### src/rtl/ahb_apb_pkg.sv
// Shared encodings and constants for the AHB-to-APB bridge.
// Imported by the AHB front end, the address decoder and the bench.
package ahb_apb_pkg;

    localparam logic [1:0] HTRANS_IDLE   = 2'b00;
    localparam logic [1:0] HTRANS_BUSY   = 2'b01;
    localparam logic [1:0] HTRANS_NONSEQ = 2'b10;
    localparam logic [1:0] HTRANS_SEQ    = 2'b11;

    localparam logic [2:0] HSIZE_BYTE = 3'b000;
    localparam logic [2:0] HSIZE_HALF = 3'b001;
    localparam logic [2:0] HSIZE_WORD = 3'b010;

    localparam logic [31:0] P0_BASE  = 32'h8000_0000;
    localparam logic [31:0] P0_LIMIT = 32'h83FF_FFFF;
    localparam logic [31:0] P1_BASE  = 32'h8400_0000;
    localparam logic [31:0] P1_LIMIT = 32'h87FF_FFFF;
    localparam logic [31:0] P2_BASE  = 32'h8800_0000;
    localparam logic [31:0] P2_LIMIT = 32'h8BFF_FFFF;

    localparam logic [2:0] SEL_NONE = 3'b000;
    localparam logic [2:0] SEL_P0   = 3'b001;
    localparam logic [2:0] SEL_P1   = 3'b010;
    localparam logic [2:0] SEL_P2   = 3'b100;

    typedef enum logic [1:0] {
        OKAY = 2'b00,
        ERR1 = 2'b01,
        ERR2 = 2'b10
    } err_state_e;

endpackage

### src/rtl/ahb_addr_decode.sv
// Combinational peripheral select and alignment check.
// Pure function of the address-phase Haddr and Hsize.
module ahb_addr_decode
    import ahb_apb_pkg::*;
#(
    parameter int ADDR_W = 32
) (
    input  logic [ADDR_W-1:0] Haddr,
    input  logic [2:0]        Hsize,
    output logic [2:0]        tempselx,
    output logic              misaligned
);

    always_comb begin
        tempselx = SEL_NONE;
        if (Haddr >= ADDR_W'(P0_BASE) && Haddr <= ADDR_W'(P0_LIMIT))
            tempselx = SEL_P0;
        else if (Haddr >= ADDR_W'(P1_BASE) && Haddr <= ADDR_W'(P1_LIMIT))
            tempselx = SEL_P1;
        else if (Haddr >= ADDR_W'(P2_BASE) && Haddr <= ADDR_W'(P2_LIMIT))
            tempselx = SEL_P2;
    end

    always_comb begin
        misaligned = 1'b0;
        if (Hsize == HSIZE_HALF)
            misaligned = Haddr[0];
        else if (Hsize == HSIZE_WORD)
            misaligned = (Haddr[1:0] != 2'b00);
        else if (Hsize > HSIZE_WORD)
            misaligned = 1'b1;
    end

endmodule

### src/rtl/ahb_slave_if.sv
// AHB front end of the AHB-to-APB bridge: pipelining, select decode
// and two-cycle ERROR response for unmapped or misaligned transfers.
module ahb_slave_if
    import ahb_apb_pkg::*;
#(
    parameter int ADDR_W   = 32,
    parameter int DATA_W   = 32,
    parameter int ERRCNT_W = 8
) (
    input  logic                clk,
    input  logic                rst,
    input  logic                Hwrite,
    input  logic                Hreadyin,
    input  logic [1:0]          Htrans,
    input  logic [2:0]          Hsize,
    input  logic [ADDR_W-1:0]   Haddr,
    input  logic [DATA_W-1:0]   Hwdata,
    input  logic                Hreadyout_fsm,
    output logic                valid,
    output logic [ADDR_W-1:0]   Haddr1,
    output logic [ADDR_W-1:0]   Haddr2,
    output logic [DATA_W-1:0]   Hwdata1,
    output logic [DATA_W-1:0]   Hwdata2,
    output logic                Hwritereg,
    output logic [2:0]          tempselx,
    output logic                Hreadyout,
    output logic                Hresp,
    output logic [ERRCNT_W-1:0] err_count
);

    err_state_e state, state_nxt;
    logic       active;
    logic       misaligned;
    logic       bad;

    ahb_addr_decode #(.ADDR_W(ADDR_W)) u_dec (
        .Haddr      (Haddr),
        .Hsize      (Hsize),
        .tempselx   (tempselx),
        .misaligned (misaligned)
    );

    assign active = Hreadyin &
                    ((Htrans == HTRANS_NONSEQ) | (Htrans == HTRANS_SEQ));
    assign bad    = active & ((tempselx == SEL_NONE) | misaligned);
    assign valid  = active & ~bad & (state == OKAY);

    always_ff @(posedge clk or posedge rst) begin
        if (rst) begin
            Haddr1    <= '0;
            Haddr2    <= '0;
            Hwritereg <= 1'b0;
        end else if (Hreadyin) begin
            Haddr1    <= Haddr;
            Haddr2    <= Haddr1;
            Hwritereg <= Hwrite;
        end
    end

    always_ff @(posedge clk or posedge rst) begin
        if (rst) begin
            Hwdata1 <= '0;
            Hwdata2 <= '0;
        end else begin
            Hwdata1 <= Hwdata;
            Hwdata2 <= Hwdata1;
        end
    end

    always_ff @(posedge clk or posedge rst) begin
        if (rst) state <= OKAY;
        else     state <= state_nxt;
    end

    // ERR1 stalls the master, ERR2 completes the ERROR response
    always_comb begin
        state_nxt = state;
        Hreadyout = Hreadyout_fsm;
        unique case (state)
            OKAY: begin
                if (bad) state_nxt = ERR1;
            end
            ERR1: begin
                state_nxt = ERR2;
                Hreadyout = 1'b0;
            end
            ERR2: begin
                state_nxt = bad ? ERR1 : OKAY;
                Hreadyout = 1'b1;
            end
            default: begin
                state_nxt = OKAY;
            end
        endcase
    end

    always_ff @(posedge clk or posedge rst) begin
        if (rst) Hresp <= 1'b0;
        else     Hresp <= (state_nxt != OKAY);
    end

    always_ff @(posedge clk or posedge rst) begin
        if (rst)
            err_count <= '0;
        else if (state_nxt == ERR1 && state != ERR1 && err_count != '1)
            err_count <= err_count + 1'b1;
    end

endmodule
### config.mk
export PLATFORM = sky130hd
export DESIGN_NAME = ahb_slave_if
export DESIGN_NICKNAME = d
export VERILOG_FILES = /design/src/rtl/ahb_apb_pkg.sv /design/src/rtl/ahb_addr_decode.sv /design/src/rtl/ahb_slave_if.sv
export SDC_FILE = /design/constraint.sdc
export NUM_CORES = 1
export LEC_CHECK = 0
export BUFFER_PORTS_ARGS = -buffer_cell sky130_fd_sc_hd__buf_4
export CAP_MARGIN = 10
export CORE_MARGIN = 5
export CORE_UTILIZATION = 50
export DETAILED_ROUTE_END_ITERATION = 8
export GPL_TIMING_DRIVEN = 0
export PLACE_DENSITY = 0.95
export SYNTH_ARGS = -nofsm -noshare
export SYNTH_HDL_FRONTEND = slang
export SYNTH_SLANG_ARGS = --single-unit
### constraint.sdc
create_clock -name clk -period 10.83 [get_ports clk]
set_input_delay 0 -clock clk [delete_from_list [all_inputs] [get_ports clk]]
set_output_delay 0 -clock clk [all_outputs]
set_load 0.05 [all_outputs]
* Word-level counts from Yosys, hierarchy flattened *
Cells that the tools add are included.

storage, ports and cells
  register bits = 140
  bits in latches = 0
  memory bits (writable) = 0
  bits in read-only memories = 0
  input bits = 74
  output and inout bits = 143
  memories kept = 0

operators by class
  add/sub/neg operators = 1
  $mul = 0
  div/mod/pow operators = 0
  magnitude comparators = 7
  equality and inequality tests = 9
  shift-type cells = 0
  mux-type cells = 10
  bitwise gates (word level) = 7
  reductions and logical operators = 9

operators by type and width
  operator                number
  $ge A32 B32 Y1 const B  3
  $le A32 B32 Y1 const B  3
  $mux W3                 3
  $add A8 B1 Y8 const B   1
  $ne A8 B8 Y1 const B    1
  $eq A2 B2 Y1 const B    3
  $pmux W2 S3             1
  $logic_and A1 B1 Y1     5
  $and A1 B1 Y1           4
  $eq A2 B1 Y1 const B    2
  $mux W1                 4
  $reduce_bool A2 Y1      2
  $eq A3 B1 Y1 const B    1
  $eq A3 B2 Y1 const B    1
  $gt A3 B2 Y1 const B    1
  $logic_not A3 Y1        1
  $logic_not A2 Y1        1
  $mux W2                 1
  $ne A2 B1 Y1 const B    1
  $or A1 B1 Y1            2
  $pmux W1 S2             1
  $not A1 Y1              1

* Logic depth before layout (Yosys ltp) *
Gate-level depths: netlist (run 1).

  word-level depth = 13
  mapped depth = 7

* Hierarchy *
A second synthesis (run 1) with hierarchy kept.

second synthesis, totals
  cell total of the unflattened synthesis = 266
  area, all modules = 4719.5 um2

modules (own cells, without submodules)
  module           instances  cells an instance  area an instance (um2)  seq. area each (um2)
  ahb_slave_if     1          259                4658.2                  3503.4
  ahb_addr_decode  1          7                  61.3                    0.0

* Worst setup path after synthesis (run 1) *
Ideal clock, no wire load.

  path kind = register -> register
  start = reg err_count[0]
  end = reg err_count[1]
  arrival time = 1707 ps
  required time = 10702 ps
  slack = 8995 ps
  cell stages (with the launch flop) = 6
  path through = dfrtp_1 -> ha_1 -> nand3_1 -> o2111ai_1 -> o21ai_2 -> mux2_1

between the ends
  word-level cells in the longest chain between the ends = 2
  elaborated cells on any way between the ends = 3

RTL lines
  what                                                                   line                 text
  from (decl)                                                            ahb_slave_if.sv:28   output logic [ERRCNT_W-1:0] err_count
  from (signal assigned)                                                 ahb_slave_if.sv:106  err_count <= err_count + 1'b1;
  parallel branches: the longest is 2 deep, another holds $add A8 B1 Y8  -

Parallel ways; which one is timed is not known.
A chain may end at the register's enable or synchronous reset.

* Final worst setup path (run 1) *
  start = in Haddr[28]
  end = out tempselx[0]

between the ends
  word-level cells in the longest chain between the ends = 4
  elaborated cells on any way between the ends = 8

RTL lines
  what                                                     line                   text
  from (decl)                                              ahb_slave_if.sv:16     input logic [ADDR_W-1:0] Haddr,
  $ge A32 B32 Y1 / $le A32 B32 Y1 (equally long branches)  ahb_addr_decode.sv:18  else if (Haddr >= ADDR_W'(P1_BASE) && Haddr <= ADDR_W'(P1_LIMIT))
  $logic_and A1 B1 Y1                                      ahb_addr_decode.sv:18
  $mux W3                                                  ahb_addr_decode.sv:18
  $mux W3 *                                                ahb_addr_decode.sv:16  if (Haddr >= ADDR_W'(P0_BASE) && Haddr <= ADDR_W'(P0_LIMIT))
  to (decl)                                                ahb_slave_if.sv:25     output logic [2:0] tempselx,

Mark *: on every way between the ends. The rest lies on a longest branch, timed or not.

==> flow_summary.json, run 1 <==
{
  "worstSetupStartpointType": "input pin",
  "tightestPinTransition_ps": 723,
  "fmax_mhz": 525,
  "multi_input_area_mm2": 0.00114,
  "drt-pass1-iter-count": 4,
  "fin_util_pct": 83.7,
  "p_sw_w": 0.000601,
  "swShare_pct": 36.7,
  "grt_setup_unrepaired": "no",
  "power_frac_comb_pct": 28.6,
  "hold_viol_final": 0,
  "max_cap_violations": 0,
  "rows": 35,
  "start_util_pct": 51.0,
  "slew_viol_final": 0,
  "die_x_um": 107,
  "cts_tree": "built",
  "syn_inst": 264,
  "drt_iter0_markers": 116,
  "ir_worst_vdd_mv": 0.145,
  "ys_ff_latch": 140,
  "synth_warnings": 0,
  "seq_area_mm2": 0.00350,
  "port_buffers": 215,
  "path_common_cell": "buf_4",
  "via_count": 3443,
  "synth_ff_type": "dfrtp_1",
  "htree_levels": 4,
  "cts_buffers": 17,
  "cts_setup_buffers": 0,
  "nFillCells": 441,
  "crit_family": "buffers and inverters",
  "cts_sinks": 140,
  "seqPwrFrac_pct": 38.3,
  "ys_seq_area_share_pct": 74.7,
  "max_stage_delay_ps": 720,
  "die_area_mm2": 0.0114,
  "postRouteAntennaNets": 0,
  "top_level_ports": 217,
  "drive_gt1_share_pct": 57.3,
  "critPathMaxFanout": 3,
  "overflow": 0,
  "routedWlPerCell_um": 20.6,
  "clockPowerShare_pct": 33.1,
  "fin_tns_setup_ps": 0,
  "worstPathCellList": "dlygate4sd3_1 > buf_4 > or4b_2 > nor3_1 > buf_4",
  "grt_pass1_wl_mm": 22.4,
  "synth_cell_type_count": 32,
  "syn-num-nets": 344,
  "skew_ps": 10.5,
  "groute.usage.overall_pct": 25.9,
  "period_minus_slack_ps": 1900,
  "syn_area_mm2": 0.00469,
  "synth_edf_count": 0,
  "slew_headroom_pct": 51.8,
  "finalCritPeriodShare_pct": 17.6,
  "critPathSlowestCell": "or4b_2",
  "status": "finished clean",
  "p_int_w": 0.00104,
  "antenna_cells": 0,
  "core_mm2": 0.00920,
  "cts-root-buf": "clkbuf_8",
  "cts-resized-gates": 0,
  "routed_wl_mm": 14.2,
  "remaining_drc_errors": 0,
  "syn2layout_area_growth_pct": 64.2,
  "crit_arrival_ps": 1900,
  "power_density_mw_per_mm2": 213,
  "grt_max_degree": 73,
  "dieHeight_um": 107,
  "hpwl_mm": 8.75,
  "antenna_found_initial": 0,
  "p_leak_nw": 3.69,
  "synthArstFlopShare_pct": 100,
  "worst-path-buf-inv": 3,
  "clk_path_buf_depth": 2,
  "crit_required_ps": 10830,
  "first_global_vias": 4060,
  "critPathKind": "input pin to output pin",
  "nets": 645,
  "fin_hold_ws_ps": 34.0,
  "gp_congestion": 0.763,
  "drt-vias-per-instance": 5.00,
  "setup_viol_count_final": 0,
  "avgSynthCellArea_um2": 17.8,
  "clk_pin_slew_ps": 60,
  "clk_latency_ps": 500,
  "cp-end-kind": "output pin",
  "hold_path.class": "input pin to flop"
}
[layout make-up]
cell class | instances | area share (%)
buffer | 7 | 0.439
clock buffer | 17 | 5.38
clock inverter | 15 | 1.97
inverter | 3 | 0.211
multi-input combinational | 114 | 14.8
sequential | 140 | 45.5
tap | 111 | 1.80
timing repair buffer | 282 | 29.9
[routing by layer]
metal	vias to the layer above	GRT usage (%)	wire [um]
met3	16	7.16	1030
met5	-	0	0
met2	172	47.8	7850
met1	1733	29.0	5090
li1	1522	-	-
met4	0	8.13	240
[cells in the final DEF, fill, tap and decap left out, types with 3 or more instances in the layout]
master	n
mux2_2	66
buf_2	6
nand4_1	3
inv_6	5
inv_8	4
dfrtp_1	140
dlygate4sd3_1	66
buf_4	215
nand2_1	4
clkinv_4	3
ha_1	6
xnor2_1	5
clkbuf_16	16
[path summary, 6_finish.rpt]
kind                                 startpoint                  endpoint  slack [ps]  depth (start not counted)
setup / recovery                      Haddr[28]               tempselx[0]        8930                          5
hold / removal                         Hsize[2]        state[0]$_DFF_PP0_          30                          5
setup reg to reg             state[0]$_DFF_PP0_  err_count[1]$_DFFE_PP0P_        8940                          6
hold reg to reg            Hwdata1[1]$_DFF_PP0_      Hwdata2[1]$_DFF_PP0_         380                          0
max in group asynchronous                   rst    Haddr2[12]$_DFFE_PP0P_        9880                          4
min in group asynchronous                   rst     Hwdata2[15]$_DFF_PP0_         190                          3
[per-stage QoR]
step	cells	total power (W)	area [um^2]	setup WS, ps
after detailed placement	591	0.00108	6470	9010
after global placement	590	0.00106	6440	6000
final	689	0.00164	7700	8930
after floorplan	264	0.000923	4690	7080
after global routing	689	0.00170	7700	8840
after CTS	689	0.00164	7700	8960
[sequential cells by signal, summed over array words and instances (netlist names)]
signal,flops
Haddr1,32
state,2
Haddr2,32
Hresp,1
Hwdata1,32
Hwdata2,32
err_count,8
Hwritereg,1
[synth_stat cells (all sizes together) (2+ instances only)]
master,n,share of area (%)
dfrtp,140,75
mux2,68,16
buf,6,0.64
ha,6,1.6
xnor2,5,0.93
nand2,4,0.32
a21oi,3,0.40
inv,3,0.24
nand4,3,0.40
and2,2,0.27
and3,2,0.27
nand3,2,0.21
nor3,2,0.21
nor3b,2,0.53
o2111ai,2,0.37
[cells by family (layout without fill, tap and decap cells)]
group | after synthesis | after routing | synth area share, %
AO/OA/AOI/OAI | 9 | 9 | 1.55
buffers and inverters | 10 | 324 | 0.960
adder cells (fa/ha/maj) | 6 | 6 | 1.60
multiplexers | 68 | 68 | 16.4
XOR/XNOR | 6 | 6 | 1.12
AND/OR/NAND/NOR | 25 | 25 | 3.66
flip-flops | 140 | 140 | 74.7
[power by group through the flow]
stage | registers [W] | logic (W) | clock network [W]
finish | 0.000628 | 0.000468 | 0.000543
global route | 0.000636 | 0.000491 | 0.000576
CTS | 0.000625 | 0.000467 | 0.000547
detailed placement | 0.000633 | 0.000445 | 0
global placement | 0.000629 | 0.000434 | 0
floorplan | 0.000818 | 0.000105 | 0
[what timing repair did]
action | in CTS | in global routing
hold buffers | 66 | 0
setup endpoints to repair | 0 | 0
hold endpoints to repair | 133 | 0
[worst reg2reg max path: stages, from the launching register on]
cell and delay, ps:
dfrtp_1 430, inv_1 100, ha_1 220, o21ba_2 180, o2111ai_1 150, o21ai_2 340
mux2_1 360
(Power assumes the default switching activity.)
==> inputs of run 2 (changes only) <==
- ABC_AREA: default -> 1
- CORE_UTILIZATION: 50 -> 46
- PLACE_DENSITY: 0.95 -> 0.89
- clock period: 10.83 -> 1.76 ns (I/O delays scaled with it)
==> run 2 against run 1 <==
Net effect: sequential share of layout area down 0.91 points; first-iteration DRC count grew 140%; synthesized area is 1.6% higher; core utilization decreased by 6.9 points; synthesized cell count grew 45%; total power increased to 5.9 times the previous value; global-route usage up 0.091 points; critical path depth increased by 1; combinational power grew to 5.9 times the previous value; via count increased by 20%; wire length grew 10%; cell count rose by 22%.
==> flow_summary.json, run 2 <==
{
  "drt-pass1-iter-count": 5,
  "final_cells": 839,
  "critPathMaxFanout": 3,
  "yosysTopAreaCellShare_pct": 73.5,
  "max_stage_delay_ps": 570,
  "clockPowerShare_pct": 32.6,
  "swShare_pct": 35.8,
  "drt-vias-per-instance": 4.91,
  "synth_cell_type_count": 28,
  "grt_max_degree": 48,
  "finalCritPeriodShare_pct": 96.9,
  "syn-num-nets": 464,
  "setup_viol_count_final": 0,
  "critPathSlowestCell": "dlygate4sd3_1",
  "clk_path_buf_depth": 2,
  "status": "finished clean",
  "hold_path.class": "input pin to flop",
  "core_mm2": 0.0102,
  "antenna_found_initial": 0,
  "remaining_drc_errors": 0,
  "final_cell_mix": "buf_4 (215), dfrtp_1 (139), dlygate4sd3_1 (67)",
  "use_met2_pct": 46.6,
  "place_inst": 737,
  "grt_pass1_wl_mm": 25.2,
  "ir_worst_vdd_mv": 0.754,
  "top_level_ports": 217,
  "yosys.area.top_type": "dfrtp_1",
  "postRouteAntennaNets": 0,
  "fin_tns_setup_ps": 0,
  "p_leak_nw": 3.91,
  "cts_tree": "built",
  "die_x_um": 112,
  "max_cap_violations": 0,
  "slew_headroom_pct": 59.9,
  "ys_ff_latch": 140,
  "routedWlPerCell_um": 18.6,
  "routed_wl_mm": 15.6,
  "p_sw_w": 0.00346,
  "htree_levels": 4,
  "slew_viol_final": 0,
  "syn2layout_area_growth_pct": 65.0,
  "crit_required_ps": 1760,
  "worstPathCellList": "dlygate4sd3_1 > buf_4 > o21ai_1 > nand3b_1 > nor4b_2 > buf_4",
  "first_global_vias": 4641,
  "port_buffers": 214,
  "synth_warnings": 0,
  "synth_edf_count": 0,
  "busiest_layer": "met2",
  "grt_use_met3_pct": 8.64,
  "clk_latency_ps": 510,
  "grt_setup_unrepaired": "no",
  "skew_ps": 5.75,
  "via_count": 4118,
  "final_common_cell": "buf_4",
  "synthTopCellsByCount": "dfrtp_1 (140), nand2_1 (49), inv_1 (35), nor2_1 (35), a21oi_1 (31)",
  "ys_top_cells_by_area": "dfrtp_1 (74%), nand2_1 (3.9%), a21oi_1 (3.3%)",
  "period_minus_slack_ps": 1700,
  "fmax_mhz": 587,
  "cts_buffers": 17,
  "ys_seq_area_share_pct": 73.5,
  "cts_sinks": 140,
  "met1_usage_pct": 27.9,
  "critPathKind": "input pin to output pin",
  "gp_congestion": 0.792,
  "rows": 37,
  "worstSetupStartpointType": "input pin",
  "p_int_w": 0.00622,
  "cts-root-buf": "clkbuf_8",
  "synth_ff_type": "dfrtp_1",
  "start_util_pct": 46.6,
  "syn_area_mm2": 0.00477,
  "path_common_cell": "buf_4",
  "synth_most_common_cell": "dfrtp_1",
  "drive_gt1_share_pct": 40.0,
  "nFillCells": 616,
  "power_frac_comb_pct": 28.6,
  "nets": 770,
  "avgSynthCellArea_um2": 12.4,
  "hold_viol_final": 0,
  "synthArstFlopShare_pct": 100,
  "antenna_cells": 0,
  "dieHeight_um": 112,
  "die_area_mm2": 0.0125,
  "overflow": 0,
  "clk_pin_slew_ps": 60,
  "power_density_mw_per_mm2": 1230,
  "cp-end-kind": "output pin",
  "tightestPinTransition_ps": 601,
  "crit_arrival_ps": 1700,
  "hpwl_mm": 9.83,
  "groute.usage.overall_pct": 26.0,
  "seqPwrFrac_pct": 38.9,
  "syn_inst": 384,
  "drt_iter0_markers": 275
}
-- run 2: cell count changes after synthesis, moves of 7 or more --
cell / before / now
mux2_2: 66 / 0
inv_1: 3 / 35
mux2_1: 1 / 8
nand2_1: 4 / 49
o21ai_1: 0 / 29
a21oi_1: 2 / 31
nor2_1: 1 / 35
-- run 2: area by class of cell --
type / instances / area [um^2] / share of cell area (%)
sequential: 140 / 3500 / 44.6
timing repair buffer: 286 / 2360 / 30.0
multi-input combinational: 190 / 1080 / 13.8
clock buffer: 21 / 439 / 5.59
tap: 136 / 170 / 2.16
inverter: 41 / 158 / 2.01
clock inverter: 11 / 88.8 / 1.13
buffer: 14 / 62.6 / 0.796
-- run 2: kinds of logic (layout without fill, tap and decap cells) --
kind of cell               after synthesis  in the layout  share of synthesized area, %
buffers and inverters                   55            373                          4.54
muxes                                    8              8                          1.89
adders and majority gates                6              6                          1.58
AOI/OAI and AO/OA                       63             64                          7.30
DFF                                    140            140                          73.5
xor gates and xnor gates                 6              6                          1.10
and+or+nand+nor                        106            106                          10.1
-- run 2: stage by stage --
step	hold WS [ps]	area (um^2)	total power (W)	utilization (%)	setup WS, ps
finish	74.8	7860	0.00968	76.8	55.2
floorplan	31.4	4780	0.00541	-	10.9
detailed placement	93.4	6610	0.00630	64.6	27.3
global route	72.3	7860	0.0101	76.8	15.2
CTS	25.2	7830	0.00963	76.6	-2.27
global placement	110	6550	0.00619	64.0	-666
-- run 2: path summary, 6_finish.rpt --
kind                                                  to                 start  cells after the start  slack (ps)
worst max-delay path                               valid              Haddr[0]                      6          60
worst min-delay path                  state[0]$_DFF_PP0_              Hreadyin                      4          70
worst max register to register  err_count[4]$_DFFE_PP0P_    state[1]$_DFF_PP0_                      6         180
worst min register to register      Hwdata2[5]$_DFF_PP0_  Hwdata1[5]$_DFF_PP0_                      0         380
max in group asynchronous             state[0]$_DFF_PP0_                   rst                      4        1000
min in group asynchronous          Hwdata2[13]$_DFF_PP0_                   rst                      3         130
-- run 2: per-layer routing --
layer | wire length (um) | up-vias | share of wire [%]
met5 | 0 | - | 0
met4 | 513 | 0 | 3.3
met3 | 1270 | 42 | 8.1
met2 | 8540 | 213 | 55
met1 | 5300 | 2011 | 34
li1 | - | 1852 | -
-- run 2: power by group through the flow --
stage	Clock [W]	Sequential, W	Combinational, W
CTS	0.00318	0.00375	0.00270
global route	0.00340	0.00380	0.00292
finish	0.00315	0.00376	0.00277
floorplan	0	0.00477	0.000636
global placement	0	0.00377	0.00242
detailed placement	0	0.00380	0.00250
-- run 2: what timing repair did --
action / in CTS / in global routing
endpoints found under the hold margin: 206 / 0
endpoints found under the setup margin: 8 / 10
buffers inserted: 0 / 2
cloned: 0 / 1
resized for setup: 5 / 3
hold buffers: 67 / 0
-- run 2: critical path, delay by kind of cell --
| kind | cells | cell delay (ps) |
|---|---|---|
| AOI/OAI and AO/OA | 1 | 150 |
| and+or+nand+nor | 2 | 550 |
| buffers and inverters | 3 | 990 |
==> inputs of run 3 (changes only) <==
- BUFFER_PORTS_ARGS: -buffer_cell sky130_fd_sc_hd__buf_4 -> default
- CORE_UTILIZATION: 46 -> 62
- DONT_BUFFER_PORTS: default -> 1
- PLACE_DENSITY: 0.89 -> 0.88
==> run 3 against run 2 <==
Net effect: the run now ends with setup timing left; cell count down 29%; clock power rose by 11%; critical path depth fell by 3; first-iteration DRC count decreased by 28%; core utilization rose by 6.5 points; maximum frequency is 3.9% lower; largest cell class unchanged.
==> flow_summary.json, run 3 (same netlist as run 2, synthesis figures left out) <==
{
  "nets": 559,
  "seqPwrFrac_pct": 50.9,
  "final_cell_area_mm2": 0.00634,
  "worstSetupStartpointType": "flop",
  "routedWlPerCell_um": 23.7,
  "die_area_mm2": 0.00954,
  "dieHeight_um": 97.7,
  "skew_ps": 7.73,
  "crit_required_ps": 1760,
  "rows": 32,
  "antenna_cells": 0,
  "post_dp_cell_area_mm2": 0.00498,
  "hold_viol_final": 0,
  "p_int_w": 0.00594,
  "status": "finished, violations left",
  "overflow": 0,
  "antenna_found_initial": 0,
  "port_buffers": 0,
  "finalCritPeriodShare_pct": 101,
  "syn2layout_area_growth_pct": 32.9,
  "cts_tree": "built",
  "power_density_mw_per_mm2": 1500,
  "routed_wl_mm": 14.1,
  "slew_headroom_pct": 18.5,
  "top_level_ports": 217,
  "clk_pin_slew_ps": 70,
  "slew_viol_final": 0,
  "via_count": 3430,
  "p_leak_nw": 2.92,
  "nFillCells": 364,
  "htree_levels": 4,
  "cts-root-buf": "clkbuf_8",
  "drt-pass1-iter-count": 6,
  "fmax_mhz": 564,
  "ir_worst_vdd_mv": 1.05,
  "tightestPinTransition_ps": 1210,
  "die_x_um": 97.7,
  "grt_max_degree": 47,
  "fin_util_pct": 83.3,
  "gp_congestion": 0.827,
  "p_sw_w": 0.00357,
  "final_cell_mix": "dfrtp_1 (135), dlygate4sd3_1 (68), nand2_1 (49)",
  "groute.usage.overall_pct": 30.6,
  "drt_iter0_markers": 198,
  "hpwl_mm": 8.53,
  "grt_pass1_wl_mm": 21.8,
  "swShare_pct": 37.6,
  "final_common_cell": "dfrtp_1",
  "cts_buffers": 17,
  "grt_setup_unrepaired": "yes",
  "remaining_drc_errors": 0,
  "fin_tns_setup_ps": -14.1,
  "clk_latency_ps": 520,
  "critPathMaxFanout": 2,
  "critPathKind": "flop to output pin",
  "cp-end-kind": "output pin",
  "setup_viol_count_final": 1,
  "fin_ws_ps": -14.1,
  "core_mm2": 0.00761,
  "violations": "setup timing",
  "drt-vias-per-instance": 5.77,
  "period_minus_slack_ps": 1770,
  "hold_path.class": "input pin to flop",
  "first_global_vias": 3741,
  "p_total_w": 0.00951,
  "max_cap_violations": 0,
  "clockPowerShare_pct": 36.9,
  "drive_gt1_share_pct": 15.9,
  "preCtsSetupSlack_ps": -104,
  "postRouteAntennaNets": 0,
  "crit_arrival_ps": 1770,
  "cts_sinks": 140,
  "clk_path_buf_depth": 2,
  "start_util_pct": 62.6,
  "power_frac_comb_pct": 12.1
}
## run 3: cell types whose count changed in the layout (fill, tap and decap cells not counted), moves of 2 or more
cell        previous run  this run
buf_4                215         4
clkbuf_1               7         4
clkinv_4               4         2
clkinvlp_4             4         2
dfrtp_1              139       135
dfrtp_2                1         5
inv_8                  0         6
nor2_2                 3         1
nor4_1                 2         0
## run 3: cell type report
cell class              instances  area [um^2]  share of cell area (%)
flip-flops and latches        140         3510                    55.4
multi-input cells             190         1120                    17.7
plain buffers                  14         62.6                   0.987
repair buffers                 75          771                    12.2
clock buffers                  17          414                    6.54
inverters                      41          158                    2.49
well taps                     102          128                    2.01
clock inverters                15          170                    2.69
## run 3: routing by layer
layer  wire length, um  global-route usage, %  up-vias
li1                  -                      -     1423
met3              1570                   13.9       35
met2              7730                   54.9      239
met5                 0                      0        -
met4               380                   12.0        0
met1              4410                   30.8     1733
## run 3: stage by stage
| step | std cells | hold WS (ps) |
|---|---|---|
| after CTS | 593 | 21.1 |
| after global placement | 486 | 31.5 |
| after floorplan | 384 | 31.4 |
| after detailed placement | 489 | -110 |
| after global routing | 594 | 14.8 |
| final | 594 | 36.6 |
## run 3: power by group through the flow
stage                     combinational, W  clock, W  sequential (W)
after global routing               0.00126   0.00373         0.00487
after detailed placement          0.000808         0         0.00488
after CTS                          0.00105   0.00351         0.00482
final                              0.00115   0.00351         0.00484
after global placement            0.000739         0         0.00485
after floorplan                   0.000636         0         0.00477
## run 3: repair_timing
action | in CTS | in global routing
setup endpoints to repair | 10 | 11
buffers inserted | 4 | 0
hold buffers | 68 | 0
resized for setup | 10 | 6
pin swaps | 1 | 1
endpoints found under the hold margin | 211 | 0
gates cloned | 0 | 1
## run 3: worst max-delay path, cell delays in order, from the launching register on
cell and delay [ps]:
dfrtp_1 390, inv_2 90, ha_4 140, nor4b_4 640
## run 3: worst paths after layout
check	startpoint	endpoint	slack, ps	cells after the start
setup / recovery	state[0]$_DFF_PP0_	valid	-10	3
hold / removal	Hwdata[21]	Hwdata1[21]$_DFF_PP0_	40	1
setup reg to reg	err_count[5]$_DFFE_PP0P_	err_count[3]$_DFFE_PP0P_	100	6
hold reg to reg	Hwdata1[11]$_DFF_PP0_	Hwdata2[11]$_DFF_PP0_	690	0
max in group asynchronous	rst	Hwdata2[18]$_DFF_PP0_	610	3
min in group asynchronous	rst	Hwdata1[24]$_DFF_PP0_	110	3
